===== config.mk =====
export PLATFORM = sky130hd
export DESIGN_NAME = aligner_lock_ctrl_flat
export DESIGN_NICKNAME = d
export VERILOG_FILES = /design/src/rtl/align_pkg.sv /design/src/rtl/aligner_lock_ctrl_if.sv /design/src/rtl/align_frame_cnt.sv /design/src/rtl/aligner_lock_ctrl.sv /design/src/flat_wrapper.sv
export SDC_FILE = /design/constraint.sdc
export NUM_CORES = 1
export LEC_CHECK = 0
export ABC_AREA = 0
export BUFFER_PORTS_ARGS = -buffer_cell sky130_fd_sc_hd__buf_2
export CELL_PAD_IN_SITES_DETAIL_PLACEMENT = 2
export CELL_PAD_IN_SITES_GLOBAL_PLACEMENT = 2
export CORE_MARGIN = 3
export CORE_UTILIZATION = 38
export CTS_CLUSTER_DIAMETER = 100
export DETAILED_ROUTE_END_ITERATION = 10
export HOLD_SLACK_MARGIN = 0.03
export PLACE_DENSITY_LB_ADDON = 0.1
export SYNTH_ARGS = -nofsm -noshare
export SYNTH_HDL_FRONTEND = slang
export SYNTH_HIERARCHICAL = 1
export SYNTH_SLANG_ARGS = --single-unit

===== constraint.sdc =====
create_clock -name clk_i -period 2.2 [get_ports clk_i]
set_input_delay 0.44 -clock clk_i [delete_from_list [all_inputs] [get_ports clk_i]]
set_output_delay 0.44 -clock clk_i [all_outputs]
set_load 0.01 [all_outputs]

===== src/rtl/align_pkg.sv =====
// Shared types and widths for the aligner lock controller.
package align_pkg;

  localparam int unsigned OFFSET_W   = 7;
  localparam int unsigned MAX_OFFSET = 65;
  localparam int unsigned HIT_W      = 8;
  localparam int unsigned MISS_W     = 8;
  localparam int unsigned TO_W       = 16;

  typedef enum logic [1:0] {
    ST_RESEEK,
    ST_SEARCH,
    ST_CONFIRM,
    ST_LOCKED
  } align_state_t;

endpackage


===== src/rtl/aligner_lock_ctrl_if.sv =====
// Seeker-tree side of the aligner lock controller: frame reports in, seeker reset out.
interface aligner_lock_ctrl_if;
  import align_pkg::*;

  logic                buffer_dv;
  logic                is_synced;
  logic [OFFSET_W-1:0] offset_pos;
  logic                seeker_rst_o;

  modport master (
    output buffer_dv, is_synced, offset_pos,
    input  seeker_rst_o
  );

  modport slave (
    input  buffer_dv, is_synced, offset_pos,
    output seeker_rst_o
  );

endinterface


===== src/rtl/align_frame_cnt.sv =====
// Saturating frame counter; clr together with inc loads 1 rather than 0.
module align_frame_cnt #(
  parameter int unsigned W = 8
) (
  input  logic         clk_i,
  input  logic         rst_ni,
  input  logic         clr,
  input  logic         inc,
  output logic [W-1:0] cnt
);

  always_ff @(posedge clk_i or negedge rst_ni) begin
    if (!rst_ni) begin
      cnt <= '0;
    end else if (clr) begin
      cnt <= inc ? W'(1) : '0;
    end else if (inc && (cnt != '1)) begin
      cnt <= cnt + 1'b1;
    end
  end

endmodule


===== src/rtl/aligner_lock_ctrl.sv =====
// Frame-alignment lock FSM (RESEEK/SEARCH/CONFIRM/LOCKED) driving the seeker tree.
// Define ALIGN_LOCK_TIMEOUT_EN to force a reseek after TIMEOUT_FRAMES unsynced frames in SEARCH.
module aligner_lock_ctrl
  import align_pkg::*;
#(
  parameter int unsigned LOCK_CNT       = 32,
  parameter int unsigned UNLOCK_CNT     = 8,
  parameter int unsigned TIMEOUT_FRAMES = 1024,
  parameter int unsigned RESEEK_CYC     = 2
) (
  input  logic                clk_i,
  input  logic                rst_ni,
  aligner_lock_ctrl_if.slave  seek,
  output logic                locked_o,
  output logic [OFFSET_W-1:0] offset_o,
  output logic [7:0]          relock_cnt_o
);

  if (LOCK_CNT < 1 || LOCK_CNT > 255) begin : g_bad_lock_cnt
    $error("LOCK_CNT out of range 1..255");
  end
  if (UNLOCK_CNT < 1 || UNLOCK_CNT > 255) begin : g_bad_unlock_cnt
    $error("UNLOCK_CNT out of range 1..255");
  end
  if (TIMEOUT_FRAMES < 2 || TIMEOUT_FRAMES > 65535) begin : g_bad_timeout
    $error("TIMEOUT_FRAMES out of range 2..65535");
  end
  if (RESEEK_CYC < 1 || RESEEK_CYC > 15) begin : g_bad_reseek
    $error("RESEEK_CYC out of range 1..15");
  end

  align_state_t        state;
  logic [OFFSET_W-1:0] cand;
  logic [3:0]          reseek_cnt;
  logic                seeker_rst_q;
  logic [HIT_W-1:0]    hit_cnt;
  logic [MISS_W-1:0]   miss_cnt;

  logic dv, synced;
  logic [OFFSET_W-1:0] pos;
  logic cand_match, lock_match;
  logic hit_clr, hit_inc, miss_clr, miss_inc;
  logic hit_last, miss_last, timeout_hit;

  assign dv     = seek.buffer_dv;
  assign synced = seek.is_synced;
  assign pos    = seek.offset_pos;
  assign seek.seeker_rst_o = seeker_rst_q;

  always_comb begin
    cand_match = synced && (pos == cand);
    lock_match = synced && (pos == offset_o);
    // A SEARCH capture is clr+inc, which loads hit_cnt with 1.
    hit_clr  = (state == ST_RESEEK)
            || (state == ST_SEARCH  && dv && synced)
            || (state == ST_CONFIRM && dv && !cand_match);
    hit_inc  = dv && ((state == ST_SEARCH && synced) || (state == ST_CONFIRM && cand_match));
    miss_clr = (state == ST_RESEEK) || (state == ST_LOCKED && dv && lock_match);
    miss_inc = (state == ST_LOCKED) && dv && !lock_match;
    hit_last  = (hit_cnt  == HIT_W'(LOCK_CNT - 1));
    miss_last = (miss_cnt == MISS_W'(UNLOCK_CNT - 1));
  end

  align_frame_cnt #(.W(HIT_W)) u_hit_cnt (
    .clk_i (clk_i), .rst_ni (rst_ni), .clr (hit_clr), .inc (hit_inc), .cnt (hit_cnt)
  );

  align_frame_cnt #(.W(MISS_W)) u_miss_cnt (
    .clk_i (clk_i), .rst_ni (rst_ni), .clr (miss_clr), .inc (miss_inc), .cnt (miss_cnt)
  );

`ifdef ALIGN_LOCK_TIMEOUT_EN
  logic [TO_W-1:0] to_cnt;
  logic            to_clr, to_inc;

  assign to_clr      = (state == ST_RESEEK);
  assign to_inc      = (state == ST_SEARCH) && dv && !synced;
  assign timeout_hit = to_inc && (to_cnt == TO_W'(TIMEOUT_FRAMES - 1));

  align_frame_cnt #(.W(TO_W)) u_to_cnt (
    .clk_i (clk_i), .rst_ni (rst_ni), .clr (to_clr), .inc (to_inc), .cnt (to_cnt)
  );
`else
  assign timeout_hit = 1'b0;
`endif

  always_ff @(posedge clk_i or negedge rst_ni) begin
    if (!rst_ni) begin
      state        <= ST_RESEEK;
      seeker_rst_q <= 1'b1;
      reseek_cnt   <= '0;
      locked_o     <= 1'b0;
      offset_o     <= '0;
      cand         <= '0;
      relock_cnt_o <= '0;
    end else begin
      unique case (state)
        ST_RESEEK: begin
          if (reseek_cnt == 4'(RESEEK_CYC - 1)) begin
            state        <= ST_SEARCH;
            seeker_rst_q <= 1'b0;
            reseek_cnt   <= '0;
          end else begin
            reseek_cnt <= reseek_cnt + 1'b1;
          end
        end
        ST_SEARCH: begin
          if (dv && synced) begin
            cand <= pos;
            if (LOCK_CNT == 1) begin
              state    <= ST_LOCKED;
              locked_o <= 1'b1;
              offset_o <= pos;
            end else begin
              state <= ST_CONFIRM;
            end
          end else if (timeout_hit) begin
            state        <= ST_RESEEK;
            seeker_rst_q <= 1'b1;
          end
        end
        ST_CONFIRM: begin
          if (dv) begin
            if (!cand_match) begin
              state <= ST_SEARCH;
            end else if (hit_last) begin
              state    <= ST_LOCKED;
              locked_o <= 1'b1;
              offset_o <= cand;
            end
          end
        end
        ST_LOCKED: begin
          if (miss_inc && miss_last) begin
            state        <= ST_RESEEK;
            seeker_rst_q <= 1'b1;
            locked_o     <= 1'b0;
            if (relock_cnt_o != '1) relock_cnt_o <= relock_cnt_o + 1'b1;
          end
        end
        default: state <= ST_RESEEK;
      endcase
    end
  end

endmodule


===== src/flat_wrapper.sv =====
// flat-port wrapper written by rule: the top's interface ports become plain ports
module aligner_lock_ctrl_flat import align_pkg::*;
#(
  parameter int unsigned LOCK_CNT       = 32,
  parameter int unsigned UNLOCK_CNT     = 8,
  parameter int unsigned TIMEOUT_FRAMES = 1024,
  parameter int unsigned RESEEK_CYC     = 2
)
  (clk_i, rst_ni, locked_o, offset_o, relock_cnt_o, seek_buffer_dv, seek_is_synced, seek_offset_pos, seek_seeker_rst_o);
  aligner_lock_ctrl_if seek_i ();
  input  logic clk_i;
  input  logic rst_ni;
  output logic locked_o;
  output logic [OFFSET_W-1:0] offset_o;
  output logic [7:0] relock_cnt_o;
  input wire logic [$bits(seek_i.buffer_dv)-1:0] seek_buffer_dv;
  input wire logic [$bits(seek_i.is_synced)-1:0] seek_is_synced;
  input wire logic [$bits(seek_i.offset_pos)-1:0] seek_offset_pos;
  output wire logic [$bits(seek_i.seeker_rst_o)-1:0] seek_seeker_rst_o;
  assign seek_i.buffer_dv = seek_buffer_dv;
  assign seek_i.is_synced = seek_is_synced;
  assign seek_i.offset_pos = seek_offset_pos;
  assign seek_seeker_rst_o = seek_i.seeker_rst_o;
  aligner_lock_ctrl #(.LOCK_CNT(LOCK_CNT), .UNLOCK_CNT(UNLOCK_CNT), .TIMEOUT_FRAMES(TIMEOUT_FRAMES), .RESEEK_CYC(RESEEK_CYC)) u_core (.clk_i(clk_i), .rst_ni(rst_ni), .seek(seek_i), .locked_o(locked_o), .offset_o(offset_o), .relock_cnt_o(relock_cnt_o));
endmodule

After elaboration in Yosys (flattened, before gate mapping):

Cells that the tools add are included.

* flip-flop bits (word level): 46
* bits in latches: 0
* bits in writable memories: 0
* bits in read-only memories: 0
* bits of input ports: 11
* output and inout port bits: 17
* word-level logic and storage cells: 86
* memories: 0

* $add $sub $neg: 4
* $mul: 0
* div/mod/pow operators: 0
* $lt $le $gt $ge: 0
* equality and inequality tests: 18
* shift-type cells: 0
* muxes and demuxes: 22
* bitwise operators: 0
* reductions and logical operators: 33

Operators with widths (count)
* $mux W8: 4
* $add A8 B1 Y8 const B: 3
* $ne A8 B8 Y1 const B: 3
* $logic_and A1 B1 Y1: 16
* $eq A7 B7 Y1: 2
* $mux W2: 6
* $reduce_and A5 Y1: 2
* $eq A8 B3 Y1 const B: 1
* $eq A8 B5 Y1 const B: 1
* $mux W1: 8
* $ne A2 B2 Y1 const B: 4
* $pmux W2 S4: 1
* $reduce_bool A2 Y1: 4
* $reduce_and A3 Y1: 2
* $add A4 B1 Y4 const B: 1
* $eq A2 B2 Y1 const B: 2
* $eq A4 B1 Y1 const B: 1
* $logic_or A1 B1 Y1: 4
* $mux W4: 1
* $ne A2 B1 Y1 const B: 2
* $pmux W1 S2: 2
* $reduce_and A4 Y1: 1
* $ne A3 B3 Y1 const B: 1
* $eq A2 B1 Y1 const B: 1
* other kinds (3): 4

Longest topological paths before layout:

* depth in word-level cells: 8
* depth in mapped cells: 8

By module:

The synthesis kept the hierarchy.

By module, submodules not included
* aligner_lock_ctrl: instances 1, cells an instance 148, area each 1635.3 sq um
* align_frame_cnt: instances 2, cells an instance 47, area each 473.0 sq um

Least setup slack after synthesis:

No wires, ideal clock.

* path type: register to register
* start point: register u_core.u_hit_cnt.cnt[5]
* end point: register u_core.offset_o[0]
* arrival time: 1.867 ns
* data required time: 2.075 ns
* path slack: 0.208 ns
* stages on the path, launching flop included: 6
* period minus slack after synthesis: 1.992 ns
* cell sequence: dfrtp_1 -> nand2b_4 -> or4_4 -> or4_4 -> buf_6 -> mux2_4

* longest elaborated chain between the ends: 2

RTL lines
* from (decl): line align_frame_cnt.sv:9 `output logic [W-1:0] cnt`
* from (signal assigned): line align_frame_cnt.sv:16 `cnt <= inc ? W'(1) : '0;`
* from (signal assigned): line align_frame_cnt.sv:18 `cnt <= cnt + 1'b1;`
* $eq A8 B5 Y1: line aligner_lock_ctrl.sv:60 `hit_last = (hit_cnt == HIT_W'(LOCK_CNT - 1));`
* $reduce_and A4 Y1 (no line)
* to (signal assigned): line aligner_lock_ctrl.sv:113 `offset_o <= pos;`
* to (signal assigned): line aligner_lock_ctrl.sv:129 `offset_o <= cand;`
* to (decl): line aligner_lock_ctrl.sv:15 `output logic [OFFSET_W-1:0] offset_o,`

No other way between the ends.
A chain may end at the register's enable or synchronous reset.

Worst setup path in the final report:

* start point: register u_core.cand[4]
* end point: register u_core.offset_o[2]

* longest elaborated chain between the ends: 3

RTL lines
* from (decl): line aligner_lock_ctrl.sv:33 `logic [OFFSET_W-1:0] cand;`
* from (signal assigned): line aligner_lock_ctrl.sv:109 `cand <= pos;`
* $eq A7 B7 Y1: line aligner_lock_ctrl.sv:51 `cand_match = synced && (pos == cand);`
* $logic_and A1 B1 Y1: line aligner_lock_ctrl.sv:51
* $reduce_and A4 Y1 (no line)

No other way between the ends.

==> metrics <==
worst hold path type=primary input to asynchronous set/reset pin; Clock Latency Late Sink=300 ps; Setup Crit Path Kind=flop to flop; ys async rst share=1.00; clock skew=9.65 ps; RSZ-0062 raised after global routing=yes; Synth cell types=46; #FFs+latches synth=46; area share of fa/ha/maj cells after synthesis=0.0145; largest family of logic cells by synthesized area=simple AND/OR/NAND/NOR gates; Hold Buf Count CTS=0; post-place setup slack=-115 ps; Power Total=2.63 mW; CP Capture Type=flop; post-synthesis area per instance=10.7 um2; vias=2119; Site Rows=29; number of global-route vias before repair=2376; flop2flop setup slack=140 ps; number of nets in the layout=313; Compound-Gate Fraction of Synth Area=0.112; max-cap violation count=0; Seq/Total Area, Yosys=0.446; Syn Nets=256; Slew @ Worst Pin=596 ps; Mapped Cells=242; die width=88.4 um; initial antenna violation count=0; global-route wire length before repair=12000 um; Synth Area in XOR/XNOR=0.0713; simple-gate share of the synthesized area=0.236; Crit Reg-Reg Endpoint=u_core/offset_o[2]; total core area=6460 um2; Tot GR Track Use=0.198; Initial Utilization=0.400; Slew Limit Fails=0; most frequent cells in the layout=dfrtp_1 (45), buf_4 (31), buf_2 (27); CTS Root Cell=clkbuf_8; status=complete, no violations; most common cell after layout, fill and taps aside=dfrtp_1; CTS Sinks=46; post-synthesis mux area share=0.0921; total wire length=7260 um; worst r2r path cells=5; most used flip-flop cell after synthesis=dfrtp_1; DIE AREA=7820 um2; fmax=0.487 GHz; Residual DRC=0; final hold vios=0; Num CTS Buffers=5; Worst setup SP type=flop; Post-synth EDFFs=0; diode count=0; Routed WL per cell=19.2 um; length of the first detailed-routing pass in iterations=4; Cell Pwr Density=829 nW/um2; leakage=1.46 nW; Final HPWL DP=5280 um; gp weighted congestion=0.732; peak supply drop=0.263 mV; CP max FO=8; H-tree depth=2; I/O Buffers=27; First DRT Iteration DRCs=50; mapped cell area=2580 um2; Critical Path RT=2380 ps; CP arrival=2240 ps; CTS tree=done; largest net degree at the start of global routing=25; Synth Warn #=6; fin crit period=2060 ps; clock slew at reported path FFs=90 ps; worst r2r src=u_core/cand[4]; CTS max path bufs=2; final period utilization=0.934; Area growth, synth to finish=22.9%; ANT nets after route=0; Ports=28; fraction of layout cells with a size suffix above 1=0.357; Worst slew margin=0.603; Final Worst Setup Slack=145 ps; Die Ht=88.4 um; final setup vio count=0; Remaining Overflow, GRT=0; vias per inst=5.62
## registers in the layout, indices dropped and copies added (netlist names)
signal / cells
u_core/cand: 7
u_core/reseek_cnt: 4
u_core/u_hit_cnt/cnt: 8
u_core/seek.seeker_rst_o: 1
u_core/relock_cnt_o: 8
u_core/u_miss_cnt/cnt: 8
u_core/state: 2
u_core/offset_o: 7
u_core/locked_o: 1
## layer usage
layer | up-vias | global-route usage | wire length (um) | part of all wire
li1 | 1002 | - | - | -
met1 | 1090 | 0.262 | 3420 | 0.47
met2 | 25 | 0.336 | 3680 | 0.51
met3 | 2 | 0.0438 | 141 | 0.019
met4 | 0 | 0.0330 | 19 | 0.0026
met5 | - | 0 | 0 | 0
## per-stage QoR
step	utilization	TNS [ps]	hold WS, ps	cell area, um2	std cells
after floorplan	-	0	144	2580	242
after global placement	0.466	0	470	3010	368
after detailed placement	0.466	-287	478	3010	368
after CTS	0.482	0	140	3110	376
after global routing	0.491	-1.72	160	3170	377
final	0.491	0	131	3170	377
## power by group
group / switching [mW] / internal (mW) / total (mW)
Clock: 0.299 / 0.253 / 0.553
Combinational: 0.444 / 0.455 / 0.899
Sequential: 0.168 / 1.01 / 1.18
## how the worst max path moves through the flow
stage                                       start  cells after the start                 endpoint
after global routing               u_core/cand[1]                      7  u_core/u_hit_cnt/cnt[7]
final                              u_core/cand[4]                      5       u_core/offset_o[2]
after CTS                          u_core/cand[1]                      7  u_core/u_hit_cnt/cnt[7]
after floorplan           u_core/u_hit_cnt/cnt[5]                      5       u_core/offset_o[0]
after detailed placement       seek_offset_pos[1]                      9  u_core/u_hit_cnt/cnt[3]
after global placement         seek_offset_pos[1]                      8  u_core/u_hit_cnt/cnt[3]
## cells in the mapped netlist (all sizes together), types with 7 or more instances
master / number / area share
dfrtp: 45 / 0.44
mux2: 17 / 0.084
nand4: 11 / 0.032
a21oi: 11 / 0.021
xnor2: 17 / 0.058
nor2: 7 / 0.010
nand2b: 12 / 0.032
nand3: 8 / 0.016
nand2: 18 / 0.026
## logic make-up (layout without fill, tap and decap cells)
group | Yosys count | after routing
AO/OA/AOI/OAI | 40 | 40
XOR/XNOR | 21 | 21
adder cells (fa/ha/maj) | 3 | 3
buffers and inverters | 15 | 73
flip-flops | 46 | 46
multiplexers | 19 | 19
AND/OR/NAND/NOR | 98 | 98
## area by class of cell
class	count	area, um2
clock buffers	6	82.6
fillers	704	3290
repair buffers	59	388
flip-flops and latches	46	1150
well taps	77	96.3
multi-input cells	181	1420
inverters	6	22.5
clock inverters	2	12.5
## worst max-delay path: stages, from the launching register on
cell     delay (ps)
dfrtp_1         430
xnor2_1         190
nand4_1         180
buf_4           180
or4_4           620
mux2_4          330
## timing repair
action / CTS / global route
setup buffers: 0 / 1
resized for setup: 2 / 10
pin swaps: 0 / 3
endpoints found under the setup margin: 2 / 9
No activity file was read; power rests on OpenSTA's default activity.
